$ cat src/rtl/contador_regressivo.sv
// contador_regressivo: M:SS BCD countdown timer (0:00 .. 9:59) with load/start/stop control.
// Define INTERNAL_TICK_EN to derive the one-second tick from clk via TICKS_PER_SEC instead of tick_in.
module contador_regressivo #(
    parameter int TICKS_PER_SEC = 100
) (
    input  logic       clk,
    input  logic       rst_n,
    input  logic       tick_in,
    input  logic       load,
    input  logic [3:0] load_mins,
    input  logic [3:0] load_sec_tens,
    input  logic [3:0] load_sec_ones,
    input  logic       start,
    input  logic       stop,
    output logic [3:0] mins,
    output logic [3:0] sec_tens,
    output logic [3:0] sec_ones,
    output logic       running,
    output logic       zero,
    output logic       done
);

    typedef enum logic [1:0] {
        IDLE    = 2'd0,
        RUNNING = 2'd1,
        PAUSED  = 2'd2,
        DONE    = 2'd3
    } state_t;

    state_t     state_q, state_d;
    logic [3:0] mins_q, mins_d;
    logic [3:0] tens_q, tens_d;
    logic [3:0] ones_q, ones_d;
    logic       done_q, done_d;
    logic       tick;
    logic       count_zero;
    logic       last_sec;

    assign count_zero = (mins_q == 4'd0) && (tens_q == 4'd0) && (ones_q == 4'd0);
    assign last_sec   = (mins_q == 4'd0) && (tens_q == 4'd0) && (ones_q == 4'd1);

`ifdef INTERNAL_TICK_EN
    localparam int PW = (TICKS_PER_SEC > 1) ? $clog2(TICKS_PER_SEC) : 1;

    logic [PW-1:0] presc_q, presc_d;

    assign tick = (state_q == RUNNING) && (presc_q == PW'(TICKS_PER_SEC - 1));

    // Prescaler: restarts on entry to RUNNING, wraps on tick, holds elsewhere.
    always_comb begin
        presc_d = presc_q;
        if (state_d == RUNNING && state_q != RUNNING) begin
            presc_d = '0;
        end else if (state_q == RUNNING) begin
            presc_d = tick ? '0 : presc_q + PW'(1);
        end
    end

    // Prescaler register.
    always_ff @(posedge clk or negedge rst_n) begin
        if (!rst_n) begin
            presc_q <= '0;
        end else begin
            presc_q <= presc_d;
        end
    end
`else
    assign tick = tick_in;
`endif

    // Next state and next count; priority load > stop > start > tick.
    always_comb begin
        state_d = state_q;
        mins_d  = mins_q;
        tens_d  = tens_q;
        ones_d  = ones_q;
        done_d  = 1'b0;
        if (load && state_q != RUNNING) begin
            mins_d  = (load_mins > 4'd9) ? 4'd9 : load_mins;
            tens_d  = (load_sec_tens > 4'd5) ? 4'd5 : load_sec_tens;
            ones_d  = (load_sec_ones > 4'd9) ? 4'd9 : load_sec_ones;
            state_d = IDLE;
        end else if (stop && state_q == RUNNING) begin
            state_d = PAUSED;
        end else if (stop && state_q == PAUSED) begin
            mins_d  = 4'd0;
            tens_d  = 4'd0;
            ones_d  = 4'd0;
            state_d = IDLE;
        end else if (start && !count_zero &&
                     (state_q == IDLE || state_q == PAUSED)) begin
            state_d = RUNNING;
        end else if (tick && state_q == RUNNING) begin
            if (ones_q != 4'd0) begin
                ones_d = ones_q - 4'd1;
            end else begin
                ones_d = 4'd9;
                if (tens_q != 4'd0) begin
                    tens_d = tens_q - 4'd1;
                end else begin
                    tens_d = 4'd5;
                    mins_d = mins_q - 4'd1;
                end
            end
            if (last_sec) begin
                state_d = DONE;
                done_d  = 1'b1;
            end
        end
    end

    // State, count and done-pulse registers.
    always_ff @(posedge clk or negedge rst_n) begin
        if (!rst_n) begin
            state_q <= IDLE;
            mins_q  <= 4'd0;
            tens_q  <= 4'd0;
            ones_q  <= 4'd0;
            done_q  <= 1'b0;
        end else begin
            state_q <= state_d;
            mins_q  <= mins_d;
            tens_q  <= tens_d;
            ones_q  <= ones_d;
            done_q  <= done_d;
        end
    end

    assign mins     = mins_q;
    assign sec_tens = tens_q;
    assign sec_ones = ones_q;
    assign running  = (state_q == RUNNING);
    assign zero     = count_zero;
    assign done     = done_q;

endmodule

$ cat config.mk
export PLATFORM = sky130hd
export DESIGN_NAME = contador_regressivo
export DESIGN_NICKNAME = d
export VERILOG_FILES = /design/src/rtl/contador_regressivo.sv
export SDC_FILE = /design/constraint.sdc
export NUM_CORES = 1
export LEC_CHECK = 0
export CORE_AREA = 2 2 55 57
export CTS_CLUSTER_SIZE = 20
export DETAILED_ROUTE_END_ITERATION = 16
export DIE_AREA = 0 0 57 59
export PLACE_DENSITY = 0.73
export SYNTH_ARGS = -nofsm -noshare
export SYNTH_HDL_FRONTEND = slang
export SYNTH_SLANG_ARGS = --single-unit
$ cat constraint.sdc
create_clock -name clk -period 1.7 [get_ports clk]
set_input_delay 0.17 -clock clk [delete_from_list [all_inputs] [get_ports clk]]
set_output_delay 0.17 -clock clk [all_outputs]
set_load 0.01 [all_outputs]
==> Flow_metrics.wiki, run 1 <==
{| class="wikitable"
! Metric !! Value
|-
| Status || finished with violations
|-
| Violations in the final reports || negative setup slack
|-
| Initial core utilization || 41.6%
|-
| TritonCTS clock tree || done
|-
| Count of flip-flops with a built-in enable after synthesis || 0
|-
| Crit-path max FO || 3
|-
| Static leakage || 0.780 nW
|-
| Worst path buffer plus inverter count || 2
|-
| Setup_tns || -0.125 ns
|-
| Post-synthesis instance total || 119
|-
| Fmax || 571 MHz
|-
| PortBufs || 32
|-
| Data required time at the worst endpoint || 1.87 ns
|-
| Mux cell area share after synthesis || 2.77%
|-
| P per Cell Area || 1220 nW/um2
|-
| Final ANT Viol Nets || 0
|-
| Critical-path cell list || inv_2 -> ha_4 -> or3b_4 -> buf_4 -> and3_2 -> a22oi_1 -> o22ai_1
|-
| Time the final worst path needs with I/O delays and setup || 1.75 ns
|-
| Most common cell after layout, fill and taps aside || clkdlybuf4s50_1
|-
| Antenna diode count || 0
|-
| RSZ-0062 raised after global routing || true
|-
| Post-DR vias/cell || 5.62
|-
| Parity-gate share of the synthesized area counting xor and xnor cells || 0%
|-
| Buffer type at the clock tree root || clkbuf_4
|-
| Final count of pins violating max slew || 0
|-
| Fraction of the core area covered by cells at the end of the flow || 65.9%
|-
| Cell Count, Final, Fillers Out || 213
|-
| Average cell area after synthesis || 9.48 um2
|-
| Number of endpoints failing setup at the final stage || 6
|-
| All-Layer GR Usage || 21.3%
|-
| Total Power Consumption || 2.18 mW
|-
| Initial antenna violation count || 0
|-
| Count of max-cap constraint violations || 0
|-
| Worst hold-check slack || 0.190 ns
|-
| Arr. time, crit path || 1.93 ns
|-
| Reg clk slew, reported paths || 0.10 ns
|-
| Worst-Margin Slew || 0.395 ns
|-
| Vertical die dimension || 59 um
|-
| Kind of critical path || reg -> reg
|-
| Aggregate routed wire length || 3.29 mm
|-
| Crit path max-delay family || simple AND/OR/NAND/NOR gates
|-
| Combinational family with the most area after synthesis || compound AO/OA/AOI/OAI gates
|-
| Final cycle utilization of the critical path || 103%
|-
| Post-layout net count || 207
|-
| Design area || 1790 um2
|-
| Worst clock skew || 0.00290 ns
|-
| Width of the chip || 57 um
|-
| Compound-gate portion of the synthesized area || 26.8%
|-
| Number of hold violations in the final report || 0
|-
| Iteration-0 DRC Markers || 41
|-
| HPWL after detailed placement || 2.50 mm
|-
| DRC violation count after routing || 0
|-
| Multi-input gate area || 774 um2
|-
| Syn. warnings || 0
|-
| Insertion delay to the later sink of the worst-skew pair || 0.29 ns
|-
| Share of async-settable or async-resettable flops after synthesis || 100%
|-
| Setup slack of the critical path after layout || -0.0520 ns
|-
| Final weighted congestion in routability-driven placement || 0.857
|-
| Fraction of the mapped netlist area in adder cells || 6.65%
|-
| Critical Path Max Stage Delay || 0.42 ns
|-
| Simple logic cell fraction of the synthesized area || 26.2%
|-
| Startpoint types || flop
|-
| Synth unique cells || 50
|-
| Netlist Area Pre-Place || 1130 um2
|-
| Number of search-and-repair iterations in the first detailed-routing pass || 4
|-
| Hold/Removal Path Class || in -> async
|-
| Main synth FF type || dfrtp_1
|-
| Clock H-tree levels || 1
|-
| CTS buffer count || 3
|-
| Placed Cells incl. Taps || 206
|-
| Via count || 1198
|-
| Ports placed on the boundary || 33
|-
| Place WS || -0.0379 ns
|-
| Overall overflow remaining after global route || 0
|-
| Share of the yosys chip area belonging to registers || 33.3%
|-
| Mapped Nets || 143
|-
| Layout cell share with drive strength beyond 1 || 35.2%
|-
| DIE AREA || 3360 um2
|-
| Dpl cell area || 1690 um2
|-
| Global-route wire length before repair || 5.61 mm
|-
| Register Area || 378 um2
|-
| Max-Slew Margin vs Limit || 73.6%
|-
| Maximum number of pins on one net before global-route repair || 16
|-
| Worst vdd rail ir drop || 1040 uV
|-
| Clock Path Buffers || 2
|-
| Number of standard-cell rows in the floorplan || 19
|-
| CTS Hold Bufs || 0
|-
| Element type at the critical path end || flop
|-
| Highest-delay cell along the critical path || dfrtp_2
|-
| Vias in the first global route || 1207
|-
| CTS Sinks || 15
|-
| Highest-count cells in the layout ignoring fill and taps || 30 x clkdlybuf4s50_1, 28 x buf_4, 13 x dfrtp_1
|-
| Core footprint || 2710 um2
|-
| Area added between synthesis and finish || 58.2%
|-
| Fillers || 238
|-
| Number of synthesized register bits || 15
|-
| Post-DR wirelength/cell || 15.5 um
|}
[routing by layer]
layer / up-vias / track usage [%] / part of all wire, %
met1: 575 / 29.3 / 46
met5: - / 0 / 0
li1: 586 / - / -
met2: 31 / 34.8 / 48
met3: 6 / 3.06 / 3.6
met4: 0 / 6.98 / 1.7
[worst reg2reg max path: cells and delay by family (launching register included)]
family          cells  cell delay (ns)
compound gates      2             0.24
fa+ha+maj           1             0.14
buf+inv             2             0.24
flops               1             0.42
simple gates        2             0.60
[cells in the mapped netlist, drive strengths merged, types with 2 or more instances]
cell type	instances	area share, %
nand2	4	1.3
a2bb2oi	2	1.6
o21ai	7	4.1
inv	11	3.9
dfrtp	15	33
ha	6	6.7
and3	2	1.2
nand2b	2	1.8
nor2	12	4.2
a22oi	3	2.4
o311a	2	1.9
and4bb	2	2.2
nor3b	5	3.8
a211oi	2	1.3
nor3	5	3.2
o21a	2	1.3
or3b	2	1.8
nand3	3	1.3
nand4	2	1.1
mux2i	2	1.8
a21oi	6	2.7
a31oi	4	2.2
[cell type report]
| type | instances | area share [%] |
|---|---|---|
| Tap cell | 31 | 2.17 |
| Sequential cell | 15 | 21.2 |
| Inverter | 11 | 2.45 |
| Clock buffer | 4 | 1.47 |
| Timing Repair Buffer | 60 | 29.4 |
| Multi-Input combinational cell | 92 | 43.4 |
[logic make-up after synthesis]
family,after synthesis
and+or+nand+nor,44
adders and majority gates,6
buffers and inverters,12
AOI/OAI and AO/OA,39
DFF,15
muxes,3
[state kept, by name, indices dropped and copies added (netlist names)]
register	count
mins	4
sec_tens	4
state_q	2
sec_ones	4
done	1
[timing repair]
| action | 4_1_cts | 5_1_grt |
|---|---|---|
| resized for setup | 16 | 5 |
| pin swaps | 3 | 4 |
| endpoints found under the setup margin | 6 | 9 |
| setup buffers | 3 | 0 |
[path summary, 6_finish.rpt]
check / from / to / slack, ns / cells past startpoint
worst max-delay path: sec_ones[0] / sec_ones[2] / -0.05 / 7
worst min-delay path: rst_n / sec_tens[0] / 0.19 / 2
worst max register to register: sec_ones[0] / sec_ones[2] / -0.05 / 7
worst min register to register: state_q[1] / state_q[0] / 0.64 / 1
max in group asynchronous: rst_n / state_q[1] / 1.31 / 2
min in group clk: load_sec_tens[1] / sec_tens[1] / 0.47 / 3
[power by group]
group | switching (mW) | total [mW] | internal [mW]
clock network | 0.125 | 0.216 | 0.0911
registers | 0.135 | 0.598 | 0.463
logic | 0.589 | 1.36 | 0.773
total | 0.849 | 2.18 | 1.33
Power figures use the tool's default switching activity.
==> inputs of run 2 (changes only) <==
--- a/config.mk
+++ b/config.mk
@@ -5,11 +5,13 @@
 export SDC_FILE = /design/constraint.sdc
 export NUM_CORES = 1
 export LEC_CHECK = 0
-export CORE_AREA = 2 2 55 57
+export CELL_PAD_IN_SITES_DETAIL_PLACEMENT = 0
+export CELL_PAD_IN_SITES_GLOBAL_PLACEMENT = 1
+export CORE_AREA = 2 2 64 66
 export CTS_CLUSTER_SIZE = 20
 export DETAILED_ROUTE_END_ITERATION = 16
-export DIE_AREA = 0 0 57 59
-export PLACE_DENSITY = 0.73
+export DIE_AREA = 0 0 66 68
+export PLACE_DENSITY_LB_ADDON = 0.1
 export SYNTH_ARGS = -nofsm -noshare
 export SYNTH_HDL_FRONTEND = slang
 export SYNTH_SLANG_ARGS = --single-unit
==> run 2 against run 1 <==
The run now ends clean. Largest cell class unchanged. Worst hold slack gained 0.049 ns. Power grew 9.3%. Flip-flop and latch count unchanged. Register-to-register slack gained 0.07 ns.
==> Flow_metrics.wiki, run 2 (synthesized netlist as in run 1, its figures left out) <==
{| class="wikitable"
! Metric !! Value
|-
| Fmax || 593 MHz
|-
| Time the final worst path needs with I/O delays and setup || 1.69 ns
|-
| Core footprint || 3860 um2
|-
| Fraction of the core area covered by cells at the end of the flow || 49.9%
|-
| Arr. time, crit path || 1.87 ns
|-
| Most numerous cell on the critical path || nor3_4
|-
| Buffer type at the clock tree root || clkbuf_8
|-
| Setup_tns || 0 ns
|-
| Overall overflow remaining after global route || 0
|-
| Highest-count cells in the layout ignoring fill and taps || 34 x buf_4, 30 x clkdlybuf4s50_1, 13 x dfrtp_1
|-
| Number of standard-cell rows in the floorplan || 23
|-
| Max-Slew Margin vs Limit || 75.4%
|-
| Width of the chip || 66 um
|-
| Vias in the first global route || 1209
|-
| Design area || 1920 um2
|-
| Vertical die dimension || 68 um
|-
| HPWL after detailed placement || 2.75 mm
|-
| Insertion delay to the later sink of the worst-skew pair || 0.25 ns
|-
| Reg clk slew, reported paths || 0.07 ns
|-
| Maximum number of pins on one net before global-route repair || 16
|-
| Clock Path Buffers || 2
|-
| Area added between synthesis and finish || 70.4%
|-
| Post-layout net count || 216
|-
| CTS Sinks || 15
|-
| Aggregate routed wire length || 3.52 mm
|-
| Static leakage || 0.842 nW
|-
| Initial antenna violation count || 0
|-
| CTS buffer count || 3
|-
| Initial core utilization || 29.3%
|-
| Data required time at the worst endpoint || 1.88 ns
|-
| Most common cell after layout, fill and taps aside || buf_4
|-
| Final weighted congestion in routability-driven placement || 0.813
|-
| Layout cell share with drive strength beyond 1 || 39.8%
|-
| Antenna diode count || 0
|-
| CTS Hold Bufs || 0
|-
| Final cycle utilization of the critical path || 99.1%
|-
| Post-DR vias/cell || 4.97
|-
| Final count of pins violating max slew || 0
|-
| Reg2reg setup slack || 0.01 ns
|-
| Worst vdd rail ir drop || 537 uV
|-
| DRC violation count after routing || 0
|-
| Crit path max-delay family || simple AND/OR/NAND/NOR gates
|-
| Post-DR wirelength/cell || 14.6 um
|-
| Count of max-cap constraint violations || 0
|-
| Startpoint types || flop
|-
| Worst-Margin Slew || 0.368 ns
|-
| Final ANT Viol Nets || 0
|-
| Hold/Removal Path Class || in -> async
|-
| Number of endpoints failing setup at the final stage || 0
|-
| Critical Path Max Stage Delay || 0.40 ns
|-
| Critical-path cell list || inv_2 -> ha_4 -> or3b_4 -> nor3_4 -> buf_4 -> buf_6 -> nor3_4 -> a21oi_2
|-
| Crit-path max FO || 3
|-
| Element type at the critical path end || flop
|-
| Status || finished clean
|-
| Worst path buffer plus inverter count || 3
|-
| Iteration-0 DRC Markers || 28
|-
| Clock H-tree levels || 1
|-
| PortBufs || 32
|-
| Highest-delay cell along the critical path || or3b_4
|-
| Ports placed on the boundary || 33
|-
| Global-route wire length before repair || 5.75 mm
|-
| P per Cell Area || 1240 nW/um2
|-
| DIE AREA || 4490 um2
|-
| RSZ-0062 raised after global routing || true
|-
| Via count || 1197
|-
| Worst clock skew || 0.00132 ns
|-
| Number of search-and-repair iterations in the first detailed-routing pass || 4
|-
| Kind of critical path || reg -> reg
|-
| Dpl cell area || 1740 um2
|-
| All-Layer GR Usage || 17.0%
|-
| TritonCTS clock tree || done
|-
| Number of hold violations in the final report || 0
|-
| Worst hold-check slack || 0.239 ns
|}
## run 2: cell types whose count changed in the layout (fill, tap and decap cells not counted), moves of 3 or more
cell      delta
clkbuf_8     +3
buf_6        +3
buf_4        +6
clkbuf_4     -3
## run 2: path summary, 6_finish.rpt
path                                  start          end  depth (start not counted)
setup reg to reg                sec_tens[1]      mins[0]                          8
setup / recovery                sec_tens[1]      mins[0]                          8
min in group clk           load_sec_tens[1]  sec_tens[1]                          3
hold reg to reg                     mins[1]      mins[1]                          2
hold / removal                        rst_n         done                          2
max in group asynchronous             rst_n  sec_ones[0]                          2
## run 2: metal layers
metal | track usage [%] | share of wire, % | vias up | wire [um]
met5 | 0 | 0 | - | 0
met4 | 6.12 | 1.1 | 0 | 39
met3 | 1.81 | 4.0 | 4 | 141
met2 | 31.2 | 51 | 28 | 1780
met1 | 20.7 | 44 | 564 | 1560
li1 | - | - | 601 | -
## run 2: report_power, final
| group | internal [mW] | switching [mW] |
|---|---|---|
| registers | 0.465 | 0.116 |
| logic | 0.862 | 0.631 |
| clock network | 0.163 | 0.142 |
## run 2: area by class of cell
class                           instances  area (um2)
Fill cell                             396        1930
Multi-Input combinational cell         92         790
Timing Repair Buffer                   69         603
Sequential cell                        15         378
Tap cell                               50        62.6
Inverter                               11        43.8
Clock buffer                            3        41.3
Clock inverter                          1        5.00
## run 2: stage by stage
stage	setup slack, ns	power (mW)	std cells
2_1_floorplan	-0.0444	1.20	119
3_3_place_gp	-0.116	1.88	229
3_5_place_dp	-0.109	1.89	229
4_1_cts	-0.0557	2.32	237
5_1_grt	-0.0547	2.57	241
6_report	0.0145	2.38	241
## run 2: timing repair
item,in CTS,in global routing
gates resized for setup,17,10
setup endpoints to repair,7,8
cloned,0,0
pin swaps,3,6
setup buffers,4,4
